==> src/rtl/arp_rx.sv <==
// arp_rx: GMII receive-side ARP frame parser. Checks the preamble/SFD, the Ethernet header
//         (destination MAC, ethertype 0x0806) and the ARP payload (opcode, target IP).
//         It reports the sender MAC/IP and opcode of ARP frames addressed to this board.
// Latency: arp_rx_done pulses 1 cycle after the last target-IP byte is sampled. With
//          ARP_RX_CRC_CHK_EN defined, it instead pulses 1 cycle after gmii_rx_dv falls.
// Backpressure: none. The PHY stream cannot be stalled; one byte is consumed per cycle while dv=1.
// Ports:  gmii_rx_clk, rst      - receive clock, asynchronous active-high reset
//         gmii_rx_dv, gmii_rxd  - raw receive byte stream from the PHY
//         arp_rx_done           - one-cycle pulse per accepted frame
//         arp_rx_type           - 0 = request, 1 = reply (valid from done onward)
//         src_mac, src_ip       - sender addresses of the last accepted frame
// Option: define ARP_RX_CRC_CHK_EN to report a frame only when its Ethernet FCS is good.
module arp_rx #(
    parameter logic [47:0] BOARD_MAC = 48'h00_11_22_33_44_55,
    parameter logic [31:0] BOARD_IP  = {8'd192, 8'd168, 8'd0, 8'd2}
) (
    input  logic        gmii_rx_clk,
    input  logic        rst,
    input  logic        gmii_rx_dv,
    input  logic [7:0]  gmii_rxd,
    output logic        arp_rx_done,
    output logic        arp_rx_type,
    output logic [47:0] src_mac,
    output logic [31:0] src_ip
);

    // Last byte index of each counted section.
    localparam logic [4:0] PRE_LAST = 5'd7;   // SFD position inside the preamble
    localparam logic [4:0] ETH_LAST = 5'd13;
    localparam logic [4:0] ARP_LAST = 5'd27;

    typedef enum logic [2:0] {
        S_IDLE,
        S_PREAMBLE,
        S_ETH_HEAD,
        S_ARP_DATA,
        S_RX_END
    } state_t;

    state_t      state_q;
    logic [4:0]  cnt_q;
    // Set once dv has been seen low. A frame that is already running when reset releases
    // must not be picked up part-way through.
    logic        arm_q;
    logic [39:0] dst_mac_q;     // first five destination bytes; the sixth is compared live
    logic [47:0] smac_sr_q;
    logic [31:0] sip_sr_q;
    logic [23:0] tip_sr_q;      // first three target-IP bytes; the fourth is compared live
    logic        type_sr_q;

    logic [47:0] dst_mac_d;
    logic [31:0] tip_d;
    logic        dst_ok;
    logic        tip_ok;

    assign dst_mac_d = {dst_mac_q, gmii_rxd};
    assign tip_d     = {tip_sr_q, gmii_rxd};
    assign dst_ok    = (dst_mac_d == BOARD_MAC) || (dst_mac_d == 48'hFFFF_FFFF_FFFF);
    assign tip_ok    = (tip_d == BOARD_IP);

`ifdef ARP_RX_CRC_CHK_EN
    // The reflected CRC-32 (0x04C11DB7 reversed = 0xEDB88320) is shifted LSB first.
    // The residue of a good frame in this bit order is 0xDEBB20E3. Bit-reversed, that is
    // the familiar 0xC704DD7B.
    localparam logic [31:0] CRC_RESIDUE = 32'hC704DD7B;

    logic [31:0] crc_q;
    logic [31:0] crc_d;
    logic [31:0] crc_rev;
    logic        crc_ok;
    logic        pass_q;        // ARP content was good at byte 27; waiting for the FCS verdict

    always_comb begin
        crc_d = crc_q;
        for (int i = 0; i < 8; i++) begin
            crc_d = {1'b0, crc_d[31:1]} ^ ((crc_d[0] ^ gmii_rxd[i]) ? 32'hEDB88320 : 32'h0);
        end
        for (int i = 0; i < 32; i++) begin
            crc_rev[i] = crc_q[31-i];
        end
    end

    assign crc_ok = (crc_rev == CRC_RESIDUE);

    // The CRC is re-seeded throughout the preamble. It then accumulates every byte from
    // the first destination-MAC byte up to the last FCS byte.
    always_ff @(posedge gmii_rx_clk or posedge rst) begin
        if (rst) begin
            crc_q <= '0;
        end else if (state_q == S_PREAMBLE) begin
            crc_q <= '1;
        end else if (gmii_rx_dv && (state_q == S_ETH_HEAD || state_q == S_ARP_DATA ||
                                    state_q == S_RX_END)) begin
            crc_q <= crc_d;
        end
    end
`endif

    always_ff @(posedge gmii_rx_clk or posedge rst) begin
        if (rst) begin
            state_q     <= S_IDLE;
            cnt_q       <= '0;
            arm_q       <= 1'b0;
            dst_mac_q   <= '0;
            smac_sr_q   <= '0;
            sip_sr_q    <= '0;
            tip_sr_q    <= '0;
            type_sr_q   <= 1'b0;
            arp_rx_done <= 1'b0;
            arp_rx_type <= 1'b0;
            src_mac     <= '0;
            src_ip      <= '0;
`ifdef ARP_RX_CRC_CHK_EN
            pass_q      <= 1'b0;
`endif
        end else begin
            arp_rx_done <= 1'b0;
            if (!gmii_rx_dv) begin
                arm_q <= 1'b1;
            end

            case (state_q)
                S_IDLE: begin
                    cnt_q <= '0;
                    if (gmii_rx_dv) begin
                        if (arm_q && gmii_rxd == 8'h55) begin
                            state_q <= S_PREAMBLE;
                            cnt_q   <= 5'd1;
                        end else begin
                            // Not a clean frame start: wait for the line to go idle.
                            state_q <= S_RX_END;
                        end
                    end
                end

                S_PREAMBLE: begin
                    if (!gmii_rx_dv) begin
                        state_q <= S_IDLE;
                        cnt_q   <= '0;
                    end else if (cnt_q == PRE_LAST) begin
                        cnt_q   <= '0;
                        state_q <= (gmii_rxd == 8'hD5) ? S_ETH_HEAD : S_RX_END;
`ifdef ARP_RX_CRC_CHK_EN
                        pass_q  <= 1'b0;
`endif
                    end else if (gmii_rxd == 8'h55) begin
                        cnt_q <= cnt_q + 5'd1;
                    end else begin
                        state_q <= S_RX_END;
                        cnt_q   <= '0;
                    end
                end

                S_ETH_HEAD: begin
                    if (!gmii_rx_dv) begin
                        state_q <= S_IDLE;
                        cnt_q   <= '0;
                    end else begin
                        cnt_q <= cnt_q + 5'd1;
                        if (cnt_q < 5'd5) begin
                            dst_mac_q <= {dst_mac_q[31:0], gmii_rxd};
                        end
                        // Source MAC (bytes 6-11) is ignored.
                        if ((cnt_q == 5'd5  && !dst_ok) ||
                            (cnt_q == 5'd12 && gmii_rxd != 8'h08) ||
                            (cnt_q == ETH_LAST && gmii_rxd != 8'h06)) begin
                            state_q <= S_RX_END;
                            cnt_q   <= '0;
                        end else if (cnt_q == ETH_LAST) begin
                            state_q <= S_ARP_DATA;
                            cnt_q   <= '0;
                        end
                    end
                end

                S_ARP_DATA: begin
                    if (!gmii_rx_dv) begin
                        state_q <= S_IDLE;
                        cnt_q   <= '0;
                    end else begin
                        cnt_q <= cnt_q + 5'd1;
                        // Opcode low byte is known to be 1 or 2 here, so bit 1 marks a reply.
                        if (cnt_q == 5'd7) begin
                            type_sr_q <= gmii_rxd[1];
                        end
                        if (cnt_q >= 5'd8 && cnt_q <= 5'd13) begin
                            smac_sr_q <= {smac_sr_q[39:0], gmii_rxd};
                        end
                        if (cnt_q >= 5'd14 && cnt_q <= 5'd17) begin
                            sip_sr_q <= {sip_sr_q[23:0], gmii_rxd};
                        end
                        if (cnt_q >= 5'd24 && cnt_q <= 5'd26) begin
                            tip_sr_q <= {tip_sr_q[15:0], gmii_rxd};
                        end

                        if ((cnt_q == 5'd6 && gmii_rxd != 8'h00) ||
                            (cnt_q == 5'd7 && gmii_rxd != 8'h01 && gmii_rxd != 8'h02)) begin
                            state_q <= S_RX_END;
                            cnt_q   <= '0;
                        end else if (cnt_q == ARP_LAST) begin
                            state_q <= S_RX_END;
                            cnt_q   <= '0;
`ifdef ARP_RX_CRC_CHK_EN
                            pass_q  <= tip_ok;
`else
                            if (tip_ok) begin
                                arp_rx_done <= 1'b1;
                                arp_rx_type <= type_sr_q;
                                src_mac     <= smac_sr_q;
                                src_ip      <= sip_sr_q;
                            end
`endif
                        end
                    end
                end

                S_RX_END: begin
                    // Drain padding, FCS or the rest of a rejected frame.
                    cnt_q <= '0;
                    if (!gmii_rx_dv) begin
                        state_q <= S_IDLE;
`ifdef ARP_RX_CRC_CHK_EN
                        pass_q  <= 1'b0;
                        if (pass_q && crc_ok) begin
                            arp_rx_done <= 1'b1;
                            arp_rx_type <= type_sr_q;
                            src_mac     <= smac_sr_q;
                            src_ip      <= sip_sr_q;
                        end
`endif
                    end
                end

                default: begin
                    state_q <= S_IDLE;
                    cnt_q   <= '0;
                end
            endcase
        end
    end

endmodule

==> config.mk <==
export PLATFORM = sky130hd
export DESIGN_NAME = arp_rx
export DESIGN_NICKNAME = d
export VERILOG_FILES = /design/src/rtl/arp_rx.sv
export SDC_FILE = /design/constraint.sdc
export NUM_CORES = 1
export LEC_CHECK = 0
export CAP_MARGIN = 40
export CORE_ASPECT_RATIO = 1.2
export CORE_MARGIN = 2
export CORE_UTILIZATION = 50
export CTS_BUF_LIST = sky130_fd_sc_hd__clkbuf_16
export DETAILED_ROUTE_END_ITERATION = 7
export GPL_TIMING_DRIVEN = 0
export PLACE_DENSITY_LB_ADDON = 0.2
export SLEW_MARGIN = 20
export SYNTH_ARGS = -nofsm -noshare
export SYNTH_HDL_FRONTEND = slang
export SYNTH_SLANG_ARGS = --single-unit
==> constraint.sdc <==
create_clock -name gmii_rx_clk -period 13.36 [get_ports gmii_rx_clk]
set_input_delay 2.004 -clock gmii_rx_clk [delete_from_list [all_inputs] [get_ports gmii_rx_clk]]
set_output_delay 2.004 -clock gmii_rx_clk [all_outputs]
set_load 0.05 [all_outputs]
After elaboration in Yosys (flattened, before gate mapping) --
Cells that the tools add are included.
Word-level totals: bits of input ports 11, output and inout bits 82, logic and storage cells 100, flip-flop bits (word level) 236
Operators by class: add/subtract/negate cells 1, bitwise gates (word level) 1, muxes and demuxes 31, reductions and logical operators 24, order comparisons 7, equal/unequal tests 24
Operators by type and width (count):
- == test 48 x 37 -> 1 bit (second input constant) | 1
- == test 48 bit (second input constant) | 1
- 2-to-1 mux 5 bit | 9
- 2-to-1 mux 3 bit | 13
- == test 32 bit (second input constant) | 1
- case mux 5 bit (4 select lines) | 1
- == test 5 x 3 -> 1 bit (second input constant) | 3
- case mux 3 bit (5 select lines) | 1
- AND reduction 3 bit | 5
- inequality test 4 bit (second input constant) | 3
- == test 5 x 4 -> 1 bit (second input constant) | 2
- >= comparator 5 x 4 -> 1 bit (second input constant) | 2
- <= comparator 5 bit (second input constant) | 2
- logical AND 1 bit | 10
- AND reduction 5 bit | 2
- == test 8 x 7 -> 1 bit (second input constant) | 1
- == test 8 bit (second input constant) | 1
- inequality test 8 x 1 -> 1 bit (second input constant) | 1
- inequality test 8 x 2 -> 1 bit (second input constant) | 1
- inequality test 8 x 3 -> 1 bit (second input constant) | 1
- inequality test 8 x 4 -> 1 bit (second input constant) | 1
- nonzero test 8 bit | 1
- 2-to-1 mux 1 bit | 7
- == test 3 x 2 -> 1 bit (second input constant) | 2
- other kinds (12) | 16

Logic depth before layout (Yosys ltp) --
depth in word-level cells 9, depth in mapped cells 8, mapped depth without buffers 8

Worst setup path before layout --
No wires, ideal clock.
kind input port to flip-flop, start input port gmii_rx_dv, end register arp_rx_type, stages 7, slack 9.477 ns, path buffers 1, arrival time 3.758 ns, setup time 0.125 ns, data required time 13.235 ns, cells stage by stage and3b_1 -> and2_4 -> and3_1 -> nand4_2 -> nor4_4 -> buf_6 -> mux2_4
Between the ends: cells in the longest elaborated chain, start to end 1
Ends and longest elaborated chain:
- start, declared | RTL line 19 | input logic gmii_rx_dv,
- AND reduction 5 bit (no source line)
- end signal, assigned | RTL line 208 | arp_rx_type <= type_sr_q;
- end, declared | RTL line 22 | output logic arp_rx_type,
Every way passes these cells. A chain may end at the register's enable or synchronous reset.

Worst setup path in the final report --
start input port gmii_rxd[1], end register src_mac[3]
Between the ends: cells in the longest elaborated chain, start to end 6, elaborated cells on any way between the ends 10, those cells by class eq/ne (3); bitwise (1); reduce/logical (6)
Ends and longest elaborated chain:
- start, declared | RTL line 20 | input logic [7:0] gmii_rxd,
- inequality test 8 x 1 -> 1 bit | RTL line 197 | (cnt_q == 5'd7 && gmii_rxd != 8'h01 && gmii_rxd != 8'h02)) begin
- logical AND 1 bit (2 in a row) | RTL line 197
- logical OR 1 bit | RTL line 196 | if ((cnt_q == 5'd6 && gmii_rxd != 8'h00) ||
- NOT 1 bit (no source line)
- AND reduction 5 bit (no source line) (*)
- end signal, assigned | RTL line 209 | src_mac <= smac_sr_q;
- end, declared | RTL line 23 | output logic [47:0] src_mac,
Mark *: on every way between the ends. The rest lies on a longest branch, timed or not.

==> flow_metrics.py <==
metrics = {
    "run_status": {
        "run_status": "finished, final reports clean",
    },
    "floorplanning": {
        "fp.dieArea_sq_um": 20140,
        "core.rowCount": 55,
        "initial_util_pct": 50.61,
        "core-area_sq_um": 18790,
        "die_x_microns": 129.9,
        "num_io_pins": 93,
        "die_height_microns": 155.1,
    },
    "clocking": {
        "worstSkewPairLatency_ps": 500,
        "htree_levels": 1,
        "tritoncts": "built",
        "cts_root_buf": "sky130_fd_sc_hd__clkbuf_16",
        "cts_setup_buffers": 0,
        "ctsLongestPathBuffers": 3,
        "tritoncts.num_buffers": 23,
        "total_of_hold_buffers_inserted_after_clock_tree_synthesis": 0,
        "cts.sinks": 236,
        "path_clk_slew_ps": 60,
        "post_cts.resized_instances": 0,
    },
    "final_layout": {
        "mostFrequentLayoutCell": "sky130_fd_sc_hd__dfrtp_1",
        "nets": 751,
        "fillCellCount": 1428,
        "post_route_cells_drive_above_1_share_pct": 36.57,
        "leading_cell_types_in_the_layout_fill_and_taps_excluded": "sky130_fd_sc_hd__dfrtp_1, sky130_fd_sc_hd__mux2_2, sky130_fd_sc_hd__clkdlybuf4s50_1, sky130_fd_sc_hd__clkbuf_16, sky130_fd_sc_hd__nor2_1",
        "synthesis_to_finish_area_growth_pct": 21.52,
        "num_antenna_cells": 0,
    },
    "critical_path": {
        "worst-setup-path-type": "in -> reg",
        "cp-end-kind": "flop",
        "setup_crit_start_kind": "primary input",
        "worstPathArrival_ps": 4650,
        "worst_ep_required_time_ps": 13730,
        "crit_reg_reg_startpoint": "cnt_q[1]",
        "critical_path_source": "gmii_rxd[1]",
        "crit_path_max_fanout": 10,
    },
    "sta": {
        "timing_worst_slew_pin_value_ps": 688.4,
        "hold_viol_final": 0,
        "fin_worst_hold_slack_ps": 501.9,
        "rsz0062_at_grt": "no",
        "clock_skew_ps": 14.51,
        "finalSetupViolations": 0,
        "final_max_slew_violation_count": 0,
        "timing.max_slew.rel_slack_pct": 54.11,
        "setup_total_negative_slack_ps": 0,
        "max_freq_mhz": 233.7,
        "fin_crit_sh_pct": 32.03,
        "post-route-min-period_ps": 4279,
    },
    "logic_synthesis": {
        "distinct_cell_type_count_of_the_synthesized_netlist": 47,
        "post_synth_instance_area_sq_um": 9508,
        "synth_edf_count": 0,
        "seq_area_frac_synth_pct": 62.11,
        "synth-async-reset-ratio_pct": 100.0,
        "number_of_synthesized_register_bits": 236,
        "synth.area.top_cells": "sky130_fd_sc_hd__dfrtp_1, sky130_fd_sc_hd__mux2_2, sky130_fd_sc_hd__mux2_4",
        "yosys.area.top_type": "sky130_fd_sc_hd__dfrtp_1",
        "synth_top_area_share_pct": 62.11,
        "syn_area_per_cell_sq_um": 15.41,
        "yosys_warnings": 0,
        "synth_top_flop_cell": "sky130_fd_sc_hd__dfrtp_1",
        "post_synth_inst_count": 617,
        "total_nets_after_synthesis": 632,
    },
    "drt": {
        "vias_per_cell": 5.514,
        "wl_mm": 18.81,
        "num_vias": 5558,
        "drt_drc_violations_left": 0,
        "final_antenna_net_count": 0,
        "drtPass1Iterations": 4,
        "detail_route.wl_per_cell_microns": 18.66,
        "first_iter_violations": 325,
    },
    "pwr": {
        "leakage_power_total_nw": 5.578,
        "power.density_cell_area_nw_per_um2": 118.9,
        "max-vdd-ir-drop_uv": 108.5,
    },
    "grt": {
        "global_route.usage.total_pct": 19.38,
        "wire_length_of_the_first_global_routing_pass_mm": 31.11,
        "antenna_violations_before_repair": 0,
        "largest_net_degree_at_the_start_of_global_routing": 89,
        "globalRouteOverflowTotal": 0,
        "number_of_global_route_vias_before_repair": 5658,
    },
    "placed_design": {
        "routabilityCongestion": 0.8634,
        "port-buffer-count": 91,
        "dp_hpwl_mm": 13.26,
    },
    "min_path": {
        "timing.hold.worst.class": "reg -> reg",
        "hold_path_startpoint": "sip_sr_q[31]",
    },
    "flow_run": {
        "max-cap-violations": 0,
    },
}
## worst max-delay path, cell delays in order
cell	delay, ps
sky130_fd_sc_hd__clkdlybuf4s50_1	470
sky130_fd_sc_hd__clkbuf_1	530
sky130_fd_sc_hd__nor4b_1	320
sky130_fd_sc_hd__nand2_1	170
sky130_fd_sc_hd__nor4_4	380
sky130_fd_sc_hd__buf_6	220
sky130_fd_sc_hd__buf_6	180
sky130_fd_sc_hd__mux2_2	360
## synth_stat cells, types with 2 or more instances
cell type and n:
sky130_fd_sc_hd__o21bai_1 2, sky130_fd_sc_hd__nand4bb_1 2, sky130_fd_sc_hd__o21a_1 2, sky130_fd_sc_hd__ha_1 4, sky130_fd_sc_hd__nor3_1 2, sky130_fd_sc_hd__buf_2 3
sky130_fd_sc_hd__nand4_1 13, sky130_fd_sc_hd__nor4b_1 3, sky130_fd_sc_hd__nor4_1 13, sky130_fd_sc_hd__a311oi_1 2, sky130_fd_sc_hd__a31oi_1 3, sky130_fd_sc_hd__mux2_4 10
sky130_fd_sc_hd__a211oi_1 3, sky130_fd_sc_hd__clkbuf_1 9, sky130_fd_sc_hd__a21boi_1 2, sky130_fd_sc_hd__buf_6 8, sky130_fd_sc_hd__inv_1 7, sky130_fd_sc_hd__xor2_1 2
sky130_fd_sc_hd__nand3_1 10, sky130_fd_sc_hd__buf_1 6, sky130_fd_sc_hd__dfrtp_1 236, sky130_fd_sc_hd__o21ai_0 3, sky130_fd_sc_hd__and2_1 2, sky130_fd_sc_hd__xnor2_1 2
sky130_fd_sc_hd__nor2b_1 2, sky130_fd_sc_hd__a21oi_1 3, sky130_fd_sc_hd__nor2_1 14, sky130_fd_sc_hd__nand2_1 5, sky130_fd_sc_hd__o2111ai_1 2, sky130_fd_sc_hd__mux2_1 3
sky130_fd_sc_hd__nor3b_1 4, sky130_fd_sc_hd__or2b_1 2, sky130_fd_sc_hd__and4_1 3, sky130_fd_sc_hd__mux2_2 213, sky130_fd_sc_hd__and3_1 5
## state kept, by name, summed over array words and instances, names as in the netlist
name,count
smac_sr_q,48
arp_rx_done,1
sip_sr_q,32
src_mac,48
type_sr_q,1
dst_mac_q,40
cnt_q,5
arp_rx_type,1
state_q,3
arm_q,1
tip_sr_q,24
src_ip,32
## power breakdown
group | internal [mW] | total, mW | switching (mW)
Sequential | 0.715 | 0.715 | 0.000253
Combinational | 0.00563 | 0.0261 | 0.0204
Clock | 0.371 | 0.632 | 0.261
## through the flow
step / instances / setup slack [ps] / utilization (%) / cell area, sq um / total power [mW]
6_report: 1008 / 9081 / 61.50 / 11550 / 1.374
5_1_grt: 1008 / 8914 / 61.50 / 11550 / 1.424
4_1_cts: 1008 / 9041 / 61.50 / 11550 / 1.391
3_5_place_dp: 967 / 8540 / 57.56 / 10810 / 0.7553
3_3_place_gp: 964 / 2404 / 57.16 / 10740 / 0.7526
2_1_floorplan: 617 / 4881 / - / 9508 / 0.7419
## path summary, 6_finish.rpt
check                                end  slack, ps  cells past startpoint
setup reg to reg           smac_sr_q[14]      10540                      6
hold reg to reg               src_ip[31]        500                      1
hold / removal                src_ip[31]        500                      1
min in group asynchronous   tip_sr_q[19]       2020                      2
max in group asynchronous   smac_sr_q[4]      10210                      4
setup / recovery              src_mac[3]       9080                      8
## metal layers
layer  part of all wire (%)  routed length, microns  vias up  GRT usage [%]
met5                      0                       0        -              0
met4                    2.5                     470        0          5.684
met3                    4.5                     838       46          2.442
met2                     48                    9062      155          30.79
met1                     45                    8435     2858          28.23
li1                       -                       -     2499              -
## cell families after synthesis
family | after synthesis | synth area share (%)
mux | 226 | 27.16
buf+inv | 33 | 1.974
flops | 236 | 62.11
simple gates | 89 | 5.988
compound gates | 25 | 1.869
xor+xnor | 4 | 0.3685
fa+ha+maj | 4 | 0.5264
## layout make-up
type                    count  area [sq um]  area share (%)
flip-flops and latches    236          5906           51.12
multi-input cells         348          3415           29.55
repair buffers             94         977.2           8.458
clock buffers              23         575.6           4.982
well taps                 256         320.3           2.772
clock inverters            18         165.2           1.429
plain buffers              26         161.4           1.397
inverters                   7         33.78          0.2924
(Power assumes the default switching activity.)
